`config.mk`:
```
export PLATFORM = sky130hd
export DESIGN_NAME = polo_msg_tx
export DESIGN_NICKNAME = d
export VERILOG_FILES = /design/src/rtl/polo_pkg.sv /design/src/rtl/uart_frame_shifter.sv /design/src/rtl/polo_msg_tx.sv
export SDC_FILE = /design/constraint.sdc
export NUM_CORES = 1
export LEC_CHECK = 0
export CAP_MARGIN = 20
export CELL_PAD_IN_SITES_DETAIL_PLACEMENT = 1
export CELL_PAD_IN_SITES_GLOBAL_PLACEMENT = 2
export CORE_UTILIZATION = 41
export DETAILED_ROUTE_END_ITERATION = 8
export GPL_ROUTABILITY_DRIVEN = 0
export MAX_ROUTING_LAYER = met4
export PLACE_DENSITY = 0.78
export SYNTH_ARGS = -nofsm -noshare
export SYNTH_HDL_FRONTEND = slang
export SYNTH_SLANG_ARGS = --single-unit
```
`constraint.sdc`:
```
create_clock -name clk -period 3.2 [get_ports clk]
set_input_delay 0.64 -clock clk [delete_from_list [all_inputs] [get_ports clk]]
set_output_delay 0.64 -clock clk [all_outputs]
set_load 0.02 [all_outputs]
```
`src/rtl/polo_pkg.sv`:
```
// Shared definitions for the POLO reply transmitter.
//  - state_t    : 3-bit state encoding used by the sequencer and the frame shifter
//  - MSG_LEN    : number of bytes in the reply
//  - FRAME_BITS : baud periods per 8N1 frame (start + 8 data + stop)
//  - msg_byte() : reply ROM, "POLO\r\n"
package polo_pkg;

  typedef enum logic [2:0] {
    ST_IDLE  = 3'd0,
    ST_ARM   = 3'd1,
    ST_START = 3'd2,
    ST_DATA  = 3'd3,
    ST_STOP  = 3'd4,
    ST_GAP   = 3'd5
  } state_t;

  localparam int MSG_LEN    = 6;
  localparam int FRAME_BITS = 10;
  localparam int IDX_W      = 3;

  function automatic logic [7:0] msg_byte(input logic [IDX_W-1:0] idx);
    case (idx)
      3'd0:    msg_byte = 8'h50;  // 'P'
      3'd1:    msg_byte = 8'h4F;  // 'O'
      3'd2:    msg_byte = 8'h4C;  // 'L'
      3'd3:    msg_byte = 8'h4F;  // 'O'
      3'd4:    msg_byte = 8'h0D;  // CR
      3'd5:    msg_byte = 8'h0A;  // LF
      default: msg_byte = 8'h00;
    endcase
  endfunction

endpackage

```
`src/rtl/uart_frame_shifter.sv`:
```
// 8N1 frame serializer.
//  clk, rst_n  : clock, async active-low reset
//  tick        : baud strobe, one per bit period
//  load, data  : start a new frame with this byte (only asserted together with tick)
//  tx          : registered serial line, idle high
//  frame_done  : strobe on the tick that ends the stop bit
// A load on the stop-ending tick chains the next frame with no idle period.
module uart_frame_shifter (
  input  logic       clk,
  input  logic       rst_n,
  input  logic       tick,
  input  logic       load,
  input  logic [7:0] data,
  output logic       tx,
  output logic       frame_done
);
  import polo_pkg::*;

  localparam logic [3:0] DATA_BITS = 4'(FRAME_BITS - 2);

  state_t      state;
  logic [7:0]  shift;
  logic [3:0]  bit_cnt;

  assign frame_done = tick && (state == ST_STOP);

  // NOTE: reset is asynchronous and clears every flop; the ROM is constant logic, so
  // there is no storage array that would need (or avoid) a reset.
  always_ff @(posedge clk or negedge rst_n) begin
    if (!rst_n) begin
      state   <= ST_IDLE;
      shift   <= '0;
      bit_cnt <= '0;
      tx      <= 1'b1;
    end else if (load) begin
      // NOTE: non-blocking assignments, so every register here sees pre-edge values.
      shift   <= data;
      bit_cnt <= '0;
      tx      <= 1'b0;
      state   <= ST_START;
    end else if (tick) begin
      case (state)
        ST_START: begin
          tx      <= shift[0];
          shift   <= {1'b0, shift[7:1]};
          bit_cnt <= 4'd1;
          state   <= ST_DATA;
        end
        ST_DATA: begin
          if (bit_cnt < DATA_BITS) begin
            tx      <= shift[0];
            shift   <= {1'b0, shift[7:1]};
            bit_cnt <= bit_cnt + 4'd1;
          end else begin
            tx    <= 1'b1;
            state <= ST_STOP;
          end
        end
        ST_STOP: state <= ST_IDLE;
        default: ;
      endcase
    end
  end

endmodule

```
`src/rtl/polo_msg_tx.sv`:
```
// Sends "POLO\r\n" as back-to-back 8N1 frames on each send request.
//  clk, rst_n : clock, async active-low reset
//  baud_tick  : one-clk strobe per bit period
//  send       : request pulse; a request while busy is held in a single pending slot
//  tx         : serial line (registered, idle high)
//  busy       : high from request acceptance until the last frame (plus gap) ends
//  done       : one-clk pulse at the end of each message
// The sequencer walks IDLE -> ARM -> START (frame in the shifter) [-> GAP] per byte.
module polo_msg_tx #(
  parameter int GAP_BITS = 0
) (
  input  logic clk,
  input  logic rst_n,
  input  logic baud_tick,
  input  logic send,
  output logic tx,
  output logic busy,
  output logic done
);
  import polo_pkg::*;

  localparam logic [3:0]       GAP_LAST = 4'((GAP_BITS > 0) ? GAP_BITS - 1 : 0);
  localparam logic [IDX_W-1:0] LAST_IDX = IDX_W'(MSG_LEN - 1);

  state_t           seq;
  logic [IDX_W-1:0] byte_idx;
  logic [3:0]       gap_cnt;
  logic             pending;
  logic             send_q;

  logic             send_req;
  logic             last_byte;
  logic             end_byte;
  logic             load;
  logic [IDX_W-1:0] load_idx;
  logic [7:0]       load_data;
  logic             frame_done;

  // A held send counts once: only its first cycle is a request.
  always_comb begin
    // NOTE: every variable gets a default first, so no path can infer a latch.
    send_req  = send & ~send_q;
    last_byte = (byte_idx == LAST_IDX);
    end_byte  = 1'b0;
    if (seq == ST_START && frame_done && GAP_BITS == 0) end_byte = 1'b1;
    if (seq == ST_GAP && baud_tick && gap_cnt == GAP_LAST) end_byte = 1'b1;
    load      = (seq == ST_ARM && baud_tick) || (end_byte && !last_byte);
    load_idx  = (seq == ST_ARM) ? byte_idx : byte_idx + IDX_W'(1);
    load_data = msg_byte(load_idx);
  end

  uart_frame_shifter u_shifter (
    .clk        (clk),
    .rst_n      (rst_n),
    .tick       (baud_tick),
    .load       (load),
    .data       (load_data),
    .tx         (tx),
    .frame_done (frame_done)
  );

  always_ff @(posedge clk or negedge rst_n) begin
    if (!rst_n) begin
      seq      <= ST_IDLE;
      byte_idx <= '0;
      gap_cnt  <= '0;
      pending  <= 1'b0;
      send_q   <= 1'b0;
      busy     <= 1'b0;
      done     <= 1'b0;
    end else begin
      send_q <= send;
      done   <= 1'b0;
      if (seq != ST_IDLE && send_req) pending <= 1'b1;

      case (seq)
        // baud_tick is ignored here, so a tick coinciding with send is not used.
        ST_IDLE: if (send_req) begin
          seq  <= ST_ARM;
          busy <= 1'b1;
        end
        ST_ARM:  if (baud_tick) seq <= ST_START;
        ST_START: if (frame_done && GAP_BITS > 0) begin
          seq     <= ST_GAP;
          gap_cnt <= '0;
        end
        ST_GAP:  if (baud_tick) gap_cnt <= gap_cnt + 4'd1;
        default: seq <= ST_IDLE;
      endcase

      // End of byte overrides the per-state moves above.
      if (end_byte) begin
        if (!last_byte) begin
          byte_idx <= byte_idx + IDX_W'(1);
          seq      <= ST_START;
        end else begin
          byte_idx <= '0;
          done     <= 1'b1;
          // A request landing on the final tick replays just like a pending one.
          if (pending || send_req) begin
            pending <= 1'b0;
            seq     <= ST_ARM;
          end else begin
            busy <= 1'b0;
            seq  <= ST_IDLE;
          end
        end
      end
    end
  end

endmodule
```
==> flow_summary_export.csv <==
group,metric,value,unit
status,status,"completed",
global_routing,grt_overflow_total,0,
pwr,p_per_area,773,mW/mm2
layout,final_common_cell,"nand2_1",
layout,final_util,46.4,%
sta,hold_viol_final,0,
synthesis,synth_cells,144,
sta,slew_headroom,59.0,%
detailed_routing,dr.pass1.iters,4,
sta,tightest_slew,614,ps
clock_network,cts_sinks,24,
sta,fmax,0.464,GHz
synthesis,async_flop_share,100,%
layout,area.growth.synth_to_final,7.66,%
clock_network,cts.clk_slew.worst_paths,140,ps
die,io_pins,7,
clock_network,cts_tree,"done",
synthesis,synth_edf_count,0,
die,die-area,0.00375,mm2
layout,multi_input_area,757,um2
worst_setup_path,cp.arrival,2380,ps
worst_setup_path,cp_slowest_cell,"dfrtp_1",
synthesis,synthFlopType,"dfrtp_1",
layout,drive_above_1_share,15.4,%
synthesis,synth_cell_types,48,
worst_hold_path,hp-class,"reg2reg",
die,num_rows,21,
sta,holdWs,508,ps
sta,drv_slew,0,
clock_network,root_buffer,"clkbuf_4",
pwr,finalPower,1.20,mW
synthesis,ys_warn_count,0,
worst_setup_path,crit_path_cell_trace,"ha_1 -> nand2_1 -> nand3_4 -> a21o_1 -> mux2_2",
global_routing,grtUsageTotal,20.8,%
synthesis,yosysSeqAreaShare,41.9,%
clock_network,post_cts_buffers,0,
worst_setup_path,start_kind,"flop",
worst_setup_path,cpPeakStageDelay,580,ps
die,start_util,43.1,%
layout,nNetsFinal,157,
placed_design,portBuffers,6,
detailed_routing,drtAntennaViolNets,0,
worst_setup_path,critPathCaptureType,"flop",
clock_network,ctsResizeCount,0,
synthesis,syn-cell-area,0.00144,mm2
sta,setup_tns,0,ps
layout,antenna_cells,0,
pwr,ir_worst_vdd,0.334,mV
layout,final_cell_mix,"nand2_1 (24), dfrtp_1 (23), a21oi_1 (11), nor2_1 (9), o21ai_0 (8)",
global_routing,grt_pass1_vias,1144,
worst_setup_path,critPathKind,"reg2reg",
sta,finalSetupViolations,0,
detailed_routing,drt_wl_total,3.07,mm
die,chipWidth,61.2,um
clock_network,cts_made_buffers,3,
synthesis,avgSynthCellArea,9.98,um2
detailed_routing,drtIter0Drc,58,
layout,fillers,399,
global_routing,grt_pass1_wl,5.55,mm
die,fp.dieH,61.2,um
die,coreArea,0.00334,mm2
detailed_routing,wl_per_cell,15.7,um
clock_network,cts_buffer_depth,2,
sta,min_period,2160,ps
placed_design,post-dp-hpwl,2.21,mm
worst_setup_path,path_max_fanout,12,
detailed_routing,drc_errors,0,
clock_network,cts_hold_buf,0,
detailed_routing,num_vias,1113,
detailed_routing,vias_per_cell,5.71,
sta,rsz0062_at_grt,"no",
global_routing,antenna_found_initial,0,
pwr,p_leak,0.646,nW
global_routing,grt_max_degree,25,
layout,area.sequential,602,um2
placed_design,placed_cells,191,
synthesis,synth_fp_nets,151,
clock_network,clk_latency,320,ps
clock_network,htreeDepth,1,
synthesis,ys_ff_latch,24,
layout,finalNonFillerCells,195,
sta,period_share,67.4,%
sta,final.setup_skew,1.11,ps
job,cap_viol_max_count,0,
worst_setup_path,cp.required,3430,ps
-- per-stage QoR --
stage / instance area [um2] / setup WS (ps)
2_1_floorplan: 1440 / 1520
3_3_place_gp: 1500 / 757
3_5_place_dp: 1500 / 698
4_1_cts: 1550 / 1040
5_1_grt: 1550 / 870
6_report: 1550 / 1040
-- where the power goes --
part / leakage [nW] / total (mW) / switching [mW] / internal [mW]
clock network: 0.0279 / 0.226 / 0.0989 / 0.127
registers: 0.295 / 0.499 / 0.0963 / 0.403
logic: 0.323 / 0.471 / 0.263 / 0.208
total: 0.646 / 1.20 / 0.458 / 0.737
-- final timing paths --
kind | from | endpoint | slack (ps) | cells past startpoint
hold / removal | u_shifter.shift[3] | u_shifter.shift[3] | 510 | 2
setup reg to reg | byte_idx[0] | u_shifter.shift[0] | 1040 | 5
setup / recovery | byte_idx[0] | u_shifter.shift[0] | 1040 | 5
max in group asynchronous | rst_n | u_shifter.tx | 2260 | 2
min in group asynchronous | rst_n | done | 650 | 2
hold reg to reg | u_shifter.shift[3] | u_shifter.shift[3] | 510 | 2
-- critical path, delay by kind of cell, from the launching register on --
family / cells / cell delay [ps]
simple gates: 2 / 450
flops: 1 / 580
mux: 1 / 380
compound gates: 1 / 390
fa+ha+maj: 1 / 240
-- cell type report --
class                           count  share of cell area [%]
Timing Repair Buffer                8                    4.85
Tap cell                           46                    3.72
Multi-Input combinational cell    112                    48.9
Sequential cell                    24                    38.9
Clock inverter                      1                    1.94
Clock buffer                        3                    1.46
Inverter                            1                   0.243
-- cells in the mapped netlist (2+ instances only) --
cell,instances,area share (%)
o21ai_0,8,2.8
clkbuf_8,3,2.9
nand2_1,24,6.3
nand4_1,2,0.87
o31ai_1,2,1.0
a21oi_1,11,3.8
nor3_1,2,0.70
xor2_1,2,1.2
nand3_1,4,1.4
mux2_2,2,1.6
a31oi_1,2,0.87
mux2i_1,2,1.4
o21ai_1,2,0.70
nor2_1,9,2.3
buf_6,2,1.6
and2b_2,3,1.8
o31ai_2,2,1.7
dfrtp_1,23,40
ha_1,3,2.6
nand2b_1,4,1.7
nor2b_1,2,0.87
a22o_1,3,1.8
nand4b_1,2,1.2
-- sequential cells by signal, summed over array words and instances, names as in the netlist --
register,count
u_shifter.tx,1
seq,2
busy,1
u_shifter.shift,7
u_shifter.state,3
pending,1
byte_idx,3
u_shifter.bit_cnt,4
send_q,1
done,1
-- routing by layer --
layer	up-vias	part of all wire (%)	global-route usage, %
met5	-	0	-
met3	4	1.6	1.89
met1	564	47	28.5
li1	536	-	-
met2	9	50	32.3
met4	0	1.2	6.82
-- kinds of logic after synthesis --
| kind of cell | share of synthesized area [%] |
|---|---|
| compound gates | 21.9 |
| xor+xnor | 1.22 |
| fa+ha+maj | 2.61 |
| buf+inv | 5.48 |
| flops | 41.9 |
| mux | 2.96 |
| simple gates | 23.9 |
Note: power is estimated with default switching activity, not from simulation.
